$ cat src/rtl/mavg_sched_pkg.sv
// Shared types and width helpers for the time-multiplexed moving-average
// scheduler. Optional warm-up gating is selected with MAVG_WARMUP_GATE_EN
// in the top module; nothing here depends on it.
package mavg_sched_pkg;

  // Scheduler FSM: memory clear, arbitration, RAM read, update, output hold.
  typedef enum logic [2:0] {
    CLEAR = 3'd0,
    IDLE  = 3'd1,
    RD    = 3'd2,
    UPD   = 3'd3,
    OUT   = 3'd4
  } state_t;

  // Channel index width; a single-channel build still needs one bit.
  function automatic int calc_ch_w(input int num_ch);
    return (num_ch > 1) ? $clog2(num_ch) : 1;
  endfunction

  // Running-sum width: WIN samples of DATA_W bits can never exceed this.
  function automatic int calc_sum_w(input int data_w, input int log2_win);
    return data_w + log2_win;
  endfunction

endpackage

$ cat src/rtl/mavg_window_ram.sv
// Window sample store shared by all channels: one write port, one read
// port, both synchronous. Contents are not reset; the scheduler clears
// the array explicitly after reset and on flush.
module mavg_window_ram
  import mavg_sched_pkg::*;
#(
  parameter int DEPTH  = 48,
  parameter int DATA_W = 8,
  parameter int ADDR_W = 6
) (
  input  logic              clk,
  input  logic              we,
  input  logic [ADDR_W-1:0] waddr,
  input  logic [DATA_W-1:0] wdata,
  input  logic              re,
  input  logic [ADDR_W-1:0] raddr,
  output logic [DATA_W-1:0] rdata
);

  logic [DATA_W-1:0] mem [DEPTH];

  // Registered write and registered read; read data appears one cycle
  // after re is sampled.
  always_ff @(posedge clk) begin
    if (we) begin
      mem[waddr] <= wdata;
    end
    if (re) begin
      rdata <= mem[raddr];
    end
  end

endmodule

$ cat src/rtl/mavg_channel_scheduler.sv
// Time-multiplexed running-sum moving average for NUM_CH channels.
// A round-robin arbiter picks one channel's sample; the FSM reads the
// oldest window entry, updates that channel's running sum, overwrites
// the entry and presents sum/WIN tagged with the channel number.
//
// Optional build macro: MAVG_WARMUP_GATE_EN -- when defined, a channel
// emits nothing until its window holds WIN real samples.
//
// Handshakes: a beat moves on a rising edge where valid and ready are
// both high. Input side: in_ready is a one-hot grant, combinational from
// state, rr and in_valid; in_valid may drop without a transfer. Output
// side: once out_valid rises, out_data/out_ch stay frozen until the edge
// where out_ready is high.
module mavg_channel_scheduler
  import mavg_sched_pkg::*;
#(
  parameter  int NUM_CH   = 3,
  parameter  int DATA_W   = 8,
  parameter  int LOG2_WIN = 4,
  localparam int CH_W     = calc_ch_w(NUM_CH),
  localparam int SUM_W    = calc_sum_w(DATA_W, LOG2_WIN)
) (
  input  logic                     clk,
  input  logic                     rst_n,
  input  logic [NUM_CH-1:0]        in_valid,
  input  logic [NUM_CH*DATA_W-1:0] in_data,
  output logic [NUM_CH-1:0]        in_ready,
  input  logic                     flush,
  output logic                     out_valid,
  input  logic                     out_ready,
  output logic [DATA_W-1:0]        out_data,
  output logic [CH_W-1:0]          out_ch,
  output logic                     busy
);

  localparam int WIN    = 1 << LOG2_WIN;
  localparam int DEPTH  = NUM_CH * WIN;
  localparam int ADDR_W = CH_W + LOG2_WIN;
`ifdef MAVG_WARMUP_GATE_EN
  localparam int CNT_W  = LOG2_WIN + 1;
`endif

  // FSM state is kept as a plain named register so checkers can bind to it.
  state_t              state;
  logic [CH_W-1:0]     rr;
  logic [CH_W-1:0]     ch;
  logic [DATA_W-1:0]   sample;
  logic [ADDR_W-1:0]   clr_addr;
  logic [SUM_W-1:0]    sum  [NUM_CH];
  logic [LOG2_WIN-1:0] wptr [NUM_CH];
`ifdef MAVG_WARMUP_GATE_EN
  logic [CNT_W-1:0]    count [NUM_CH];
  logic [CNT_W-1:0]    cnt_next;
`endif

  // Arbiter results
  logic [NUM_CH-1:0]   gnt;
  logic [CH_W-1:0]     gnt_ch;
  logic                gnt_any;
  logic [DATA_W-1:0]   sel_data;

  // Datapath
  logic [ADDR_W-1:0]   cur_addr;
  logic [SUM_W-1:0]    sum_next;
  logic [CH_W-1:0]     rr_next;

  // RAM port signals
  logic                ram_we;
  logic [ADDR_W-1:0]   ram_waddr;
  logic [DATA_W-1:0]   ram_wdata;
  logic                ram_re;
  logic [DATA_W-1:0]   ram_rdata;

  assign busy = (state == CLEAR);

  // Round-robin search: first requesting channel at or after rr, wrapping.
  // Grant only in IDLE and never while flush is pending, so flush wins.
  always_comb begin
    int idx;
    gnt     = '0;
    gnt_ch  = '0;
    gnt_any = 1'b0;
    idx     = 0;
    for (int i = 0; i < NUM_CH; i++) begin
      idx = int'(rr) + i;
      if (idx >= NUM_CH) begin
        idx = idx - NUM_CH;
      end
      if (!gnt_any && in_valid[idx]) begin
        gnt_any = 1'b1;
        gnt_ch  = CH_W'(idx);
      end
    end
    if (state == IDLE && !flush && gnt_any) begin
      gnt[gnt_ch] = 1'b1;
    end
  end

  assign in_ready = gnt;
  assign sel_data = in_data[gnt_ch*DATA_W +: DATA_W];

  // Window slot for the active channel: the oldest entry, about to be replaced.
  assign cur_addr = {ch, wptr[ch]};

  // Add the new sample, drop the one leaving the window; the sum is bounded
  // by WIN*(2**DATA_W-1), so SUM_W bits never wrap.
  assign sum_next = sum[ch] + SUM_W'(sample) - SUM_W'(ram_rdata);

  // Channel after the one just served becomes the new round-robin start.
  assign rr_next = (ch == CH_W'(NUM_CH - 1)) ? '0 : ch + 1'b1;

`ifdef MAVG_WARMUP_GATE_EN
  // Saturating fill level of the active channel after this update.
  assign cnt_next = (count[ch] == CNT_W'(WIN)) ? count[ch] : count[ch] + 1'b1;
`endif

  // RAM port steering: zero-fill in CLEAR, read oldest in RD, write new in UPD.
  always_comb begin
    ram_we    = 1'b0;
    ram_waddr = cur_addr;
    ram_wdata = sample;
    ram_re    = 1'b0;
    case (state)
      CLEAR: begin
        ram_we    = 1'b1;
        ram_waddr = clr_addr;
        ram_wdata = '0;
      end
      RD: begin
        ram_re = 1'b1;
      end
      UPD: begin
        ram_we = 1'b1;
      end
      default: begin
      end
    endcase
  end

  mavg_window_ram #(
    .DEPTH  (DEPTH),
    .DATA_W (DATA_W),
    .ADDR_W (ADDR_W)
  ) u_ram (
    .clk   (clk),
    .we    (ram_we),
    .waddr (ram_waddr),
    .wdata (ram_wdata),
    .re    (ram_re),
    .raddr (cur_addr),
    .rdata (ram_rdata)
  );

  // Scheduler FSM with all registered outputs and per-channel state.
  always_ff @(posedge clk) begin
    if (!rst_n) begin
      state     <= CLEAR;
      clr_addr  <= '0;
      rr        <= '0;
      ch        <= '0;
      sample    <= '0;
      out_valid <= 1'b0;
      out_data  <= '0;
      out_ch    <= '0;
      for (int c = 0; c < NUM_CH; c++) begin
        sum[c]  <= '0;
        wptr[c] <= '0;
`ifdef MAVG_WARMUP_GATE_EN
        count[c] <= '0;
`endif
      end
    end else begin
      case (state)
        CLEAR: begin
          clr_addr <= clr_addr + 1'b1;
          if (clr_addr == ADDR_W'(DEPTH - 1)) begin
            // Last slot written: windows are empty, restart every channel.
            clr_addr <= '0;
            state    <= IDLE;
            for (int c = 0; c < NUM_CH; c++) begin
              sum[c]  <= '0;
              wptr[c] <= '0;
`ifdef MAVG_WARMUP_GATE_EN
              count[c] <= '0;
`endif
            end
          end
        end

        IDLE: begin
          if (flush) begin
            state <= CLEAR;
          end else if (gnt_any) begin
            ch     <= gnt_ch;
            sample <= sel_data;
            state  <= RD;
          end
        end

        RD: begin
          state <= UPD;
        end

        UPD: begin
          sum[ch]  <= sum_next;
          wptr[ch] <= wptr[ch] + 1'b1;
`ifdef MAVG_WARMUP_GATE_EN
          count[ch] <= cnt_next;
          if (cnt_next != CNT_W'(WIN)) begin
            // Window not yet full: swallow the result, keep arbitration fair.
            rr    <= rr_next;
            state <= IDLE;
          end else begin
            out_data  <= sum_next[SUM_W-1:LOG2_WIN];
            out_ch    <= ch;
            out_valid <= 1'b1;
            state     <= OUT;
          end
`else
          out_data  <= sum_next[SUM_W-1:LOG2_WIN];
          out_ch    <= ch;
          out_valid <= 1'b1;
          state     <= OUT;
`endif
        end

        OUT: begin
          if (out_ready) begin
            out_valid <= 1'b0;
            rr        <= rr_next;
            state     <= IDLE;
          end
        end

        default: begin
          state <= CLEAR;
        end
      endcase
    end
  end

endmodule

$ cat config.mk
export PLATFORM = sky130hd
export DESIGN_NAME = mavg_channel_scheduler
export DESIGN_NICKNAME = d
export VERILOG_FILES = /design/src/rtl/mavg_sched_pkg.sv /design/src/rtl/mavg_window_ram.sv /design/src/rtl/mavg_channel_scheduler.sv
export SDC_FILE = /design/constraint.sdc
export NUM_CORES = 1
export LEC_CHECK = 0
export ABC_AREA = 1
export CORE_UTILIZATION = 30
export DETAILED_ROUTE_END_ITERATION = 6
export DONT_BUFFER_PORTS = 1
export SLEW_MARGIN = 30
export SYNTH_ARGS = -nofsm -noshare
export SYNTH_HDL_FRONTEND = slang
export SYNTH_SLANG_ARGS = --single-unit
$ cat constraint.sdc
create_clock -name clk -period 9.5 [get_ports clk]
set_input_delay 2.375 -clock clk [delete_from_list [all_inputs] [get_ports clk]]
set_output_delay 2.375 -clock clk [all_outputs]
set_load 0.1 [all_outputs]
Word-level counts from Yosys, hierarchy flattened
Memories as Yosys holds them, arrays and structs flattened. A register that Yosys moved wholly into a read port is not among the register bits.
Cells that the tools add are included.

storage, ports and cells
  RAM bits = 432
  bits in registers = 32
  memories = 3
  input bits = 31

memories
  memory     words  width  read ports  clocked after memory_dff  wr ports  RTL line                      text
  u_ram.mem  48     8      1           1                         1         mavg_window_ram.sv:20         logic [DATA_W-1:0] mem [DEPTH];
  sum        3      12     1           1                         3         mavg_channel_scheduler.sv:49  logic [SUM_W-1:0] sum [NUM_CH];
  wptr       3      4      1           1                         3         mavg_channel_scheduler.sv:50  logic [LOG2_WIN-1:0] wptr [NUM_CH];

cells by class
  magnitude comparators = 8
  add/subtract/negate cells = 10
  reduce and logical (&&, ||, !) cells = 17
  equal/unequal tests = 9
  bitwise operators = 7
  mux-type cells = 60
  shift-type cells = 1

operators with widths
  kind                                                                                  count
  32-bit by 4-bit < comparator with 1-bit output (second input constant)                3
  32-bit two-way mux                                                                    3
  12-bit two-way mux                                                                    4
  1-bit two-way mux                                                                     25
  24-bit by 6-bit variable part select with 8-bit output                                1
  2-bit two-way mux                                                                     10
  4-bit two-way mux                                                                     4
  3-bit two-way mux                                                                     5
  3-bit one-hot mux with 5 select lines                                                 1
  12-bit by 8-bit adder with 12-bit output                                              1
  6-bit two-way mux                                                                     2
  12-bit OR reduction                                                                   1
  12-bit by 8-bit subtractor with 12-bit output                                         1
  8-bit two-way mux                                                                     1
  3-bit by 2-bit subtractor with 4-bit output (second input constant)                   2
  6-bit by 1-bit adder with 6-bit output (second input constant)                        1
  1-bit binary-select mux with 2-bit select                                             3
  3-bit by 2-bit == test with 1-bit output (second input constant)                      2
  6-bit == test (second input constant)                                                 1
  3-bit by 2-bit greater-or-equal comparator with 1-bit output (second input constant)  2
  1-bit bitwise OR                                                                      6
  3-bit AND reduction                                                                   2
  1-bit logical AND                                                                     5
  4-bit by 1-bit adder with 4-bit output (second input constant)                        1
  other kinds (22)                                                                      25

Logic depth before layout (Yosys ltp)
Gate-level depths: netlist of run 1.

  depth in word-level cells = 17
  gate-level depth with buffers = 19
  depth with buffers taken out = 16

Modules after synthesis
Synthesis of run 1 repeated with hierarchy kept, for this count alone.

unflattened totals
  cell total of the unflattened synthesis = 1984
  area total of the unflattened synthesis = 21350.5 sq um

modules (own cells, without submodules)
  module                  sequential area each (sq um)  cells each  area an instance (sq um)  instances
  mavg_window_ram         11771.3                       1331        15932.8                   1
  mavg_channel_scheduler  2602.5                        653         5417.7                    1

Worst setup path before layout of run 1
Ideal clock, no wire load.

  kind = input to output
  start point = in in_valid[2]
  end point = out in_ready[0]
  buffers on the path = 1
  cell stages on the path = 7
  slack = 1972 ps
  data arrival time = 5153 ps
  cell sequence = inv_2 -> o21ai_0 -> nand2_1 -> nand3_1 -> nand2_2 -> buf_2 -> nor3_1

between the ends
  word-level cells in the longest chain between the ends = 15
  elaborated cells on any way between the ends = 26
  those cells by class = order compare (2); mux (18); reduce/logical (6)

RTL lines
  item                                                                                                                                                        RTL line                      text
  start, declared                                                                                                                                             mavg_channel_scheduler.sv:25  input logic [NUM_CH-1:0] in_valid,
  1-bit binary-select mux with 2-bit select                                                                                                                   mavg_channel_scheduler.sv:89  if (!gnt_any && in_valid[idx]) begin
  1-bit two-way mux (implied by the code) (2 in series)                                                                                                       mavg_channel_scheduler.sv:89
  1-bit two-way mux                                                                                                                                           mavg_channel_scheduler.sv:89
  1-bit logical NOT                                                                                                                                           mavg_channel_scheduler.sv:89
  1-bit logical AND                                                                                                                                           mavg_channel_scheduler.sv:89
  1-bit two-way mux                                                                                                                                           mavg_channel_scheduler.sv:89
  1-bit logical NOT                                                                                                                                           mavg_channel_scheduler.sv:89
  1-bit logical AND                                                                                                                                           mavg_channel_scheduler.sv:89
  2-bit two-way mux                                                                                                                                           mavg_channel_scheduler.sv:89
  2-bit by 3-bit < comparator with 1-bit output (implied by the code) / 2-bit by 1-bit greater-or-equal comparator with 1-bit output (equally long branches)  mavg_channel_scheduler.sv:95  gnt[gnt_ch] = 1'b1;
  1-bit logical AND (implied by the code)                                                                                                                     mavg_channel_scheduler.sv:95
  1-bit two-way mux (implied by the code)                                                                                                                     mavg_channel_scheduler.sv:95
  1-bit demux with 2-bit select                                                                                                                               mavg_channel_scheduler.sv:95
  3-bit two-way mux *                                                                                                                                         mavg_channel_scheduler.sv:94  if (state == IDLE && !flush && gnt_any) begin
  end, declared                                                                                                                                               mavg_channel_scheduler.sv:27  output logic [NUM_CH-1:0] in_ready,

Every way passes the cells marked *; elsewhere a longest branch is shown, timed or not. The select of a mux whose other input is x is not followed.

Worst setup path after layout of run 1
  start point = in in_valid[2]
  end point = out in_ready[2]

Same word-level chain as after synthesis.

==> metrics.log, run 1 <==
INFO  metric maximum_number_of_pins_on_one_net_before_global_route_repair = 141
INFO  metric place_worst_setup_slack = 3.28 ns
INFO  metric drt_first_iter_violations = 1,331
INFO  metric io_pins = 46
INFO  metric worst-r2r-setup-slack = 4.88 ns
INFO  metric detailed_place_hpwl = 35.6 mm
INFO  metric dominantRegCellSynth = edfxtp_1
INFO  metric netlist_instances = 2,178
INFO  metric drt_drc_violations_left = 0
INFO  metric clk-insertion-delay-late = 0.61 ns
INFO  metric post_dp_cell_area = 0.0233 mm2
INFO  metric final_common_cell = nand2_1
INFO  metric ys_ff_latch = 490
INFO  metric totalNegativeSetupSlack = 0 ns
INFO  metric post-layout-total-power = 4.43 mW
INFO  metric total_grt_usage = 0.155
INFO  metric achievable-frequency = 160 MHz
INFO  metric timing.critical_path.from = in_valid[2]
INFO  metric postRouteAntennaNets = 0
INFO  metric postLayoutSetupSlackWorst = 3.26 ns
INFO  metric max-cap-violations = 0
INFO  metric finalWirelength = 58.2 mm
INFO  metric cellLeakagePower = 9.87 nW
INFO  metric clock_tree.buffer_depth = 3
INFO  metric cts_setup_buffers = 0
INFO  metric clk_root_buffer_cell = clkbuf_16
INFO  metric endpoint_kind = primary output
INFO  metric worstHoldStart = rr[0]
INFO  metric setup_violations = 0
INFO  metric fp.dieH = 275 um
INFO  metric most-common-layout-cells = nand2_1, edfxtp_1, nand3_1, inv_1, nor2_1
INFO  metric number_of_global_route_vias_before_repair = 14,768
INFO  metric post_cts_resize_count = 0
INFO  metric globalRoute.totalOverflow = 0
INFO  metric cts_num_sinks = 490
INFO  metric vias = 15,306
INFO  metric wire_per_inst = 18.5 um
INFO  metric yosys_warnings = 0
INFO  metric cts_tree = done
INFO  metric number_of_flops_mapped_to_enable_cells_by_yosys = 456
INFO  metric post_synthesis_area_per_instance = 10.3 um2
INFO  metric io_buffers = 0
INFO  metric hold_path.class = reg2reg
INFO  metric weighted_congestion_reported_at_the_end_of_routability_driven_placement = 0.858
INFO  metric synth.net_count = 2,233
INFO  metric least_margin_pin_slew = 1.07 ns
INFO  metric cp_slowest_stage_delay = 0.75 ns
INFO  metric start_util = 0.305
INFO  metric layout.nets = 2,201
INFO  metric postCtsHoldBufs = 0
INFO  metric outcome = complete, no violations
INFO  metric grt_antenna_before_repair = 6
INFO  metric synth_seq_area_share = 0.641
INFO  metric worst_ir_drop_vdd = 127 uV
INFO  metric critical_path.cell_chain = inv_2 > o21ai_0 > nand2_1 > nand3_1 > nand2_2 > a21oi_4
INFO  metric tritoncts.num_buffers = 50
INFO  metric unrepaired_setup_endpoints_after_global_routing = no
INFO  metric p_per_area = 178 mW/mm2
INFO  metric syn2layout_area_growth = 11.0%
INFO  metric crit_path_start_kind = primary input
INFO  metric worstPathArrival = 3.86 ns
INFO  metric async_reset_ff_frac = 0
INFO  metric final_layout_size_suffix_gt1_frac = 0.0650
INFO  metric grt_first_pass_wirelength = 88.9 mm
INFO  metric cp_data_required_time = 7.13 ns
INFO  metric multiInputGateArea = 0.00661 mm2
INFO  metric count_of_final_max_slew_check_failures = 0
INFO  metric hold-worst-slack = 0.487 ns
INFO  metric crit_path_max_fanout = 14
INFO  metric final-seq-area = 0.0144 mm2
INFO  metric timing.final.crit_share = 0.657
INFO  metric hold_violations = 0
INFO  metric clock-skew-final = 0.0242 ns
INFO  metric setup.worst_path.class = in2out
INFO  metric rows = 99
INFO  metric htree_num_levels = 2
INFO  metric drt_first_pass_iters = 6
INFO  metric cpMaxStageDelayCell = a21oi_4
INFO  metric design.die.area = 0.0758 mm2
INFO  metric synth_area = 0.0224 mm2
INFO  metric die-width = 275 um
INFO  metric post_synth_num_cell_types = 44
INFO  metric final_design_area_no_fill = 0.0249 mm2
INFO  metric maxSlewHeadroom = 0.284
INFO  metric coreArea = 0.0735 mm2
INFO  metric finalCriticalPeriod = 6.24 ns
INFO  metric vias_per_cell = 4.86
INFO  metric clk_slew_on_worst_s_h_paths = 0.06 ns
INFO  metric fillerInstances = 7,282
[area by class of cell]
cell class / count / area share
clock inverters: 22 / 0.00744
repair buffers: 25 / 0.00935
well taps: 959 / 0.0482
flip-flops and latches: 490 / 0.578
clock buffers: 67 / 0.0545
diodes: 5 / 0.000503
inverters: 243 / 0.0368
multi-input cells: 1336 / 0.266
[logic make-up after synthesis]
group | count (synthesis) | share of synthesized area
compound gates | 123 | 0.0318
xor+xnor | 13 | 0.00508
fa+ha+maj | 24 | 0.0161
buf+inv | 352 | 0.0690
flops | 490 | 0.641
simple gates | 1176 | 0.237
[through the flow]
| stage | utilization | cells |
|---|---|---|
| final | 0.339 | 3147 |
| after global routing | 0.339 | 3147 |
| after CTS | 0.339 | 3142 |
| after detailed placement | 0.318 | 3053 |
| after global placement | 0.317 | 3051 |
| after floorplan | - | 2178 |
[where the power goes]
group	switching, mW	total (mW)	internal [mW]
registers	0.00506	2.35	2.35
logic	0.140	0.191	0.0510
clock network	0.825	1.88	1.06
[registers in the layout, indices dropped and copies added (netlist names), named ones only]
signal / count
u_ram.mem: 384
sum: 48
wptr: 16
out_data: 8
sample: 8
u_ram.rdata: 8
clr_addr: 6
state: 3
ch: 2
out_ch: 2
rr: 2
out_valid: 1
[cell usage after synthesis (3+ instances only)]
master | number | area [um2]
o21ai_1 | 26 | 130
xor2_1 | 9 | 78.8
nand4_1 | 3 | 18.8
a21oi_1 | 44 | 220
buf_1 | 4 | 15.0
or2_2 | 4 | 25.0
nand3b_1 | 102 | 766
o21a_1 | 3 | 22.5
o211ai_1 | 8 | 60.1
buf_6 | 10 | 113
clkbuf_1 | 21 | 78.8
buf_2 | 53 | 265
nand2_2 | 5 | 31.3
nand3_1 | 305 | 1530
nor2_1 | 227 | 852
edfxtp_1 | 456 | 13700
nor3_1 | 10 | 50.1
a32o_1 | 8 | 80.1
or2_1 | 3 | 18.8
nand2_1 | 503 | 1890
nand3_2 | 5 | 50.1
inv_1 | 233 | 875
o21ai_0 | 25 | 125
xnor2_1 | 4 | 35.0
buf_4 | 21 | 158
nor2_2 | 3 | 18.8
inv_2 | 7 | 26.3
ha_1 | 16 | 200
fa_1 | 8 | 160
dfxtp_1 | 34 | 681
[final timing paths]
path / to / depth (start not counted)
worst min register to register: rr[0] / 2
worst max register to register: u_ram.rdata[0] / 14
worst max-delay path: in_ready[2] / 6
worst min-delay path: rr[0] / 2
[critical path, delay by kind of cell]
kind            cells  cell delay [ns]
simple gates        3             0.47
buf+inv             1             0.03
compound gates      2             0.97
[metal layers]
metal / routed length [um] / vias up / track usage / share of wire
li1: - / 7276 / - / -
met1: 25000 / 7438 / 0.203 / 0.43
met2: 27800 / 500 / 0.255 / 0.48
met3: 3850 / 92 / 0.0287 / 0.066
met4: 1610 / 0 / 0.0557 / 0.028
met5: 0 / - / 0 / 0
No activity file was read; power rests on OpenSTA's default activity.
==> inputs of run 2 (changes only) <==
==> constraint.sdc (replaced) <==
create_clock -name clk -period 6.46 [get_ports clk]
set_input_delay 1.615 -clock clk [delete_from_list [all_inputs] [get_ports clk]]
set_output_delay 1.615 -clock clk [all_outputs]
set_load 0.1 [all_outputs]
==> run 2 against run 1 <==
Critical endpoint unchanged. Core utilization barely moved. Sequential share of layout area is essentially flat. Clock power grew 52%. Design area about the same. Sequential cell count is the same. Worst hold slack better by 0.0020 ns. Clock skew fell by 0.0046 ns. Critical path depth unchanged.
==> metrics.log, run 2 (synthesized netlist as in run 1, its figures left out) <==
INFO  metric outcome = complete, no violations (unchanged)
INFO  metric max-cap-violations = 0 (unchanged)
INFO  metric rows = 99 (unchanged)
INFO  metric drt_first_iter_violations = 1,375 (was 1,331)
INFO  metric worst_ir_drop_vdd = 169 uV (was 127 uV)
INFO  metric final_layout_size_suffix_gt1_frac = 0.0650 (about the same)
INFO  metric post_cts_resize_count = 0 (unchanged)
INFO  metric worstPathArrival = 3.11 ns (was 3.86 ns)
INFO  metric cpMaxStageDelayCell = a21oi_4 (unchanged)
INFO  metric cts_num_sinks = 490 (unchanged)
INFO  metric layout.nets = 2,200 (was 2,201)
INFO  metric setup.worst_path.class = in2out (unchanged)
INFO  metric combPwrFrac = 0.042 (was 0.043)
INFO  metric number_of_global_route_vias_before_repair = 14,949 (was 14,768)
INFO  metric place_worst_setup_slack = 1.75 ns (was 3.28 ns)
INFO  metric intPower = 5.17 mW (was 3.46 mW)
INFO  metric drt_first_pass_iters = 6 (unchanged)
INFO  metric worstHoldPathCells = 2 (unchanged)
INFO  metric reg2reg_depth = 7 (was 14)
INFO  metric registers.top_by_ff_count = u_ram.mem (unchanged)
INFO  metric clock_tree.buffer_depth = 3 (unchanged)
INFO  metric r2r_end = u_ram.mem[33][6] (was u_ram.rdata[0])
INFO  metric final_design_area_no_fill = 0.0249 mm2 (about the same)
INFO  metric switching_share = 0.217 (was 0.219)
INFO  metric setup_violations = 0 (unchanged)
INFO  metric largest_register_ffs = 384 (unchanged)
INFO  metric most-common-layout-cells = nand2_1, edfxtp_1, nand3_1, inv_1, nor2_1 (unchanged)
INFO  metric cp_slowest_stage_delay = 0.74 ns (was 0.75 ns)
INFO  metric timing.final.crit_share = 0.731
INFO  metric postCtsHoldBufs = 0 (unchanged)
INFO  metric detailed_place_hpwl = 35.6 mm (about the same)
INFO  metric finalCriticalPeriod = 4.72 ns
INFO  metric hold_path.class = reg2reg (unchanged)
INFO  metric p_seq_frac = 0.525 (was 0.532)
INFO  metric unrepaired_setup_endpoints_after_global_routing = no (unchanged)
INFO  metric die-width = 275 um (unchanged)
INFO  metric hold_violations = 0 (unchanged)
INFO  metric maxSlewHeadroom = 0.330 (was 0.284)
INFO  metric achievable-frequency = 212 MHz
INFO  metric crit_path_max_fanout = 14 (unchanged)
INFO  metric clk-insertion-delay-late = 0.59 ns (was 0.61 ns)
INFO  metric postRouteAntennaNets = 0 (unchanged)
INFO  metric critPathTopFamily = compound AO/OA/AOI/OAI gates (unchanged)
INFO  metric hold-path-endpoint = rr[1] (was rr[0])
INFO  metric vias_per_cell = 4.89 (was 4.86)
INFO  metric postLayoutSetupSlackWorst = 1.74 ns (was 3.26 ns)
INFO  metric worstHoldStart = rr[1] (was rr[0])
INFO  metric fp.dieH = 275 um (unchanged)
INFO  metric cts_setup_buffers = 0 (unchanged)
INFO  metric finalWirelength = 58.8 mm (was 58.2 mm)
INFO  metric p_per_area = 265 mW/mm2 (was 178 mW/mm2)
INFO  metric io_pins = 46 (unchanged)
INFO  metric total_grt_usage = 0.155 (about the same)
INFO  metric cp_data_required_time = 4.85 ns (was 7.13 ns)
INFO  metric buffer_and_inverter_count_on_the_worst_path = 1 (unchanged)
INFO  metric count_of_final_max_slew_check_failures = 0 (unchanged)
INFO  metric syn2layout_area_growth = 11.1% (was 11.0%)
INFO  metric start_util = 0.305 (unchanged)
INFO  metric grt_antenna_before_repair = 4 (was 6)
INFO  metric fillerInstances = 7,328 (was 7,282)
INFO  metric net-switching-power = 1.43 mW (was 0.970 mW)
INFO  metric coreArea = 0.0735 mm2 (unchanged)
INFO  metric clk_root_buffer_cell = clkbuf_16 (unchanged)
INFO  metric crit_path_start_kind = primary input (unchanged)
INFO  metric worst-r2r-setup-slack = 2.05 ns (was 4.88 ns)
INFO  metric design.die.area = 0.0758 mm2 (unchanged)
INFO  metric tritoncts.num_buffers = 50 (unchanged)
INFO  metric vias = 15,394 (was 15,306)
INFO  metric htree_num_levels = 2 (unchanged)
INFO  metric wire_per_inst = 18.7 um (was 18.5 um)
INFO  metric globalRoute.totalOverflow = 0 (unchanged)
INFO  metric drt_drc_violations_left = 0 (unchanged)
INFO  metric maximum_number_of_pins_on_one_net_before_global_route_repair = 96 (was 141)
INFO  metric endpoint_kind = primary output (unchanged)
INFO  metric least_margin_pin_slew = 1.00 ns (was 1.07 ns)
INFO  metric share_clk_of_total_power = 0.433 (was 0.425)
INFO  metric cellLeakagePower = 9.90 nW (was 9.87 nW)
INFO  metric post-layout-total-power = 6.60 mW (was 4.43 mW)
INFO  metric grt_first_pass_wirelength = 89.9 mm (was 88.9 mm)
INFO  metric totalNegativeSetupSlack = 0 ns (unchanged)
INFO  metric clk_slew_on_worst_s_h_paths = 0.06 ns (about the same)
INFO  metric critical_path.cell_chain = inv_2 > o21ai_0 > nand2_1 > nand3_1 > nand2_2 > a21oi_4 (unchanged)
INFO  metric weighted_congestion_reported_at_the_end_of_routability_driven_placement = 0.865 (was 0.858)
INFO  metric cts_tree = done (unchanged)
INFO  metric clock-skew-final = 0.0196 ns (was 0.0242 ns)
INFO  metric post_dp_cell_area = 0.0233 mm2 (about the same)
INFO  metric io_buffers = 0 (unchanged)
INFO  metric largest_registers = u_ram.mem (384), sum (48), wptr (16) (unchanged)
INFO  metric final_common_cell = nand2_1 (unchanged)
[run 2: routing by layer]
metal | GRT usage | vias up | wire (um) | part of all wire
met5 | 0 | - | 0 | 0
met2 | 0.252 | 547 | 27600 | 0.47
li1 | - | 7260 | - | -
met1 | 0.203 | 7479 | 25200 | 0.43
met3 | 0.0315 | 108 | 4210 | 0.072
met4 | 0.0605 | 0 | 1740 | 0.030
[run 2: stage by stage]
stage,utilization,cells,hold WS (ns)
after CTS,0.339,3144,0.497
after floorplan,-,2178,0.451
after global placement,0.317,3052,0.469
after global routing,0.339,3148,0.528
final,0.339,3148,0.489
after detailed placement,0.317,3052,0.490
[run 2: worst max path at each step]
stage | slack [ns] | from | cells past startpoint | to
after global placement | 1.77 | in_valid[2] | 6 | in_ready[2]
after floorplan | 0.45 | in_valid[2] | 7 | in_ready[0]
after detailed placement | 1.75 | in_valid[2] | 6 | in_ready[2]
after CTS | 1.75 | in_valid[2] | 6 | in_ready[2]
after global routing | 1.57 | in_valid[2] | 6 | in_ready[2]
final | 1.74 | in_valid[2] | 6 | in_ready[2]
[run 2: layout make-up]
| cell class | instances | area (um2) | share of cell area |
|---|---|---|---|
| Sequential cell | 490 | 14400 | 0.577 |
| Timing Repair Buffer | 24 | 208 | 0.00834 |
| Clock inverter | 27 | 233 | 0.00934 |
| Multi-Input combinational cell | 1336 | 6610 | 0.265 |
| Antenna cell | 4 | 10.0 | 0.000402 |
| Clock buffer | 65 | 1360 | 0.0545 |
| Tap cell | 959 | 1200 | 0.0482 |
| Inverter | 243 | 917 | 0.0368 |
[run 2: power by group through the flow]
stage	Combinational, mW	Clock, mW	Sequential (mW)
4_1_cts	0.278	2.90	3.46
5_1_grt	0.309	3.03	3.46
6_report	0.279	2.86	3.46
3_3_place_gp	0.273	0	3.53
3_5_place_dp	0.277	0	3.53
2_1_floorplan	0.199	0	3.53
[run 2: tightest hold or removal path, delay by kind of cell, from the launching register on]
kind                   cells  cell delay [ns]
buffers and inverters      1             0.07
AO/OA/AOI/OAI              1             0.06
flip-flops                 1             0.32
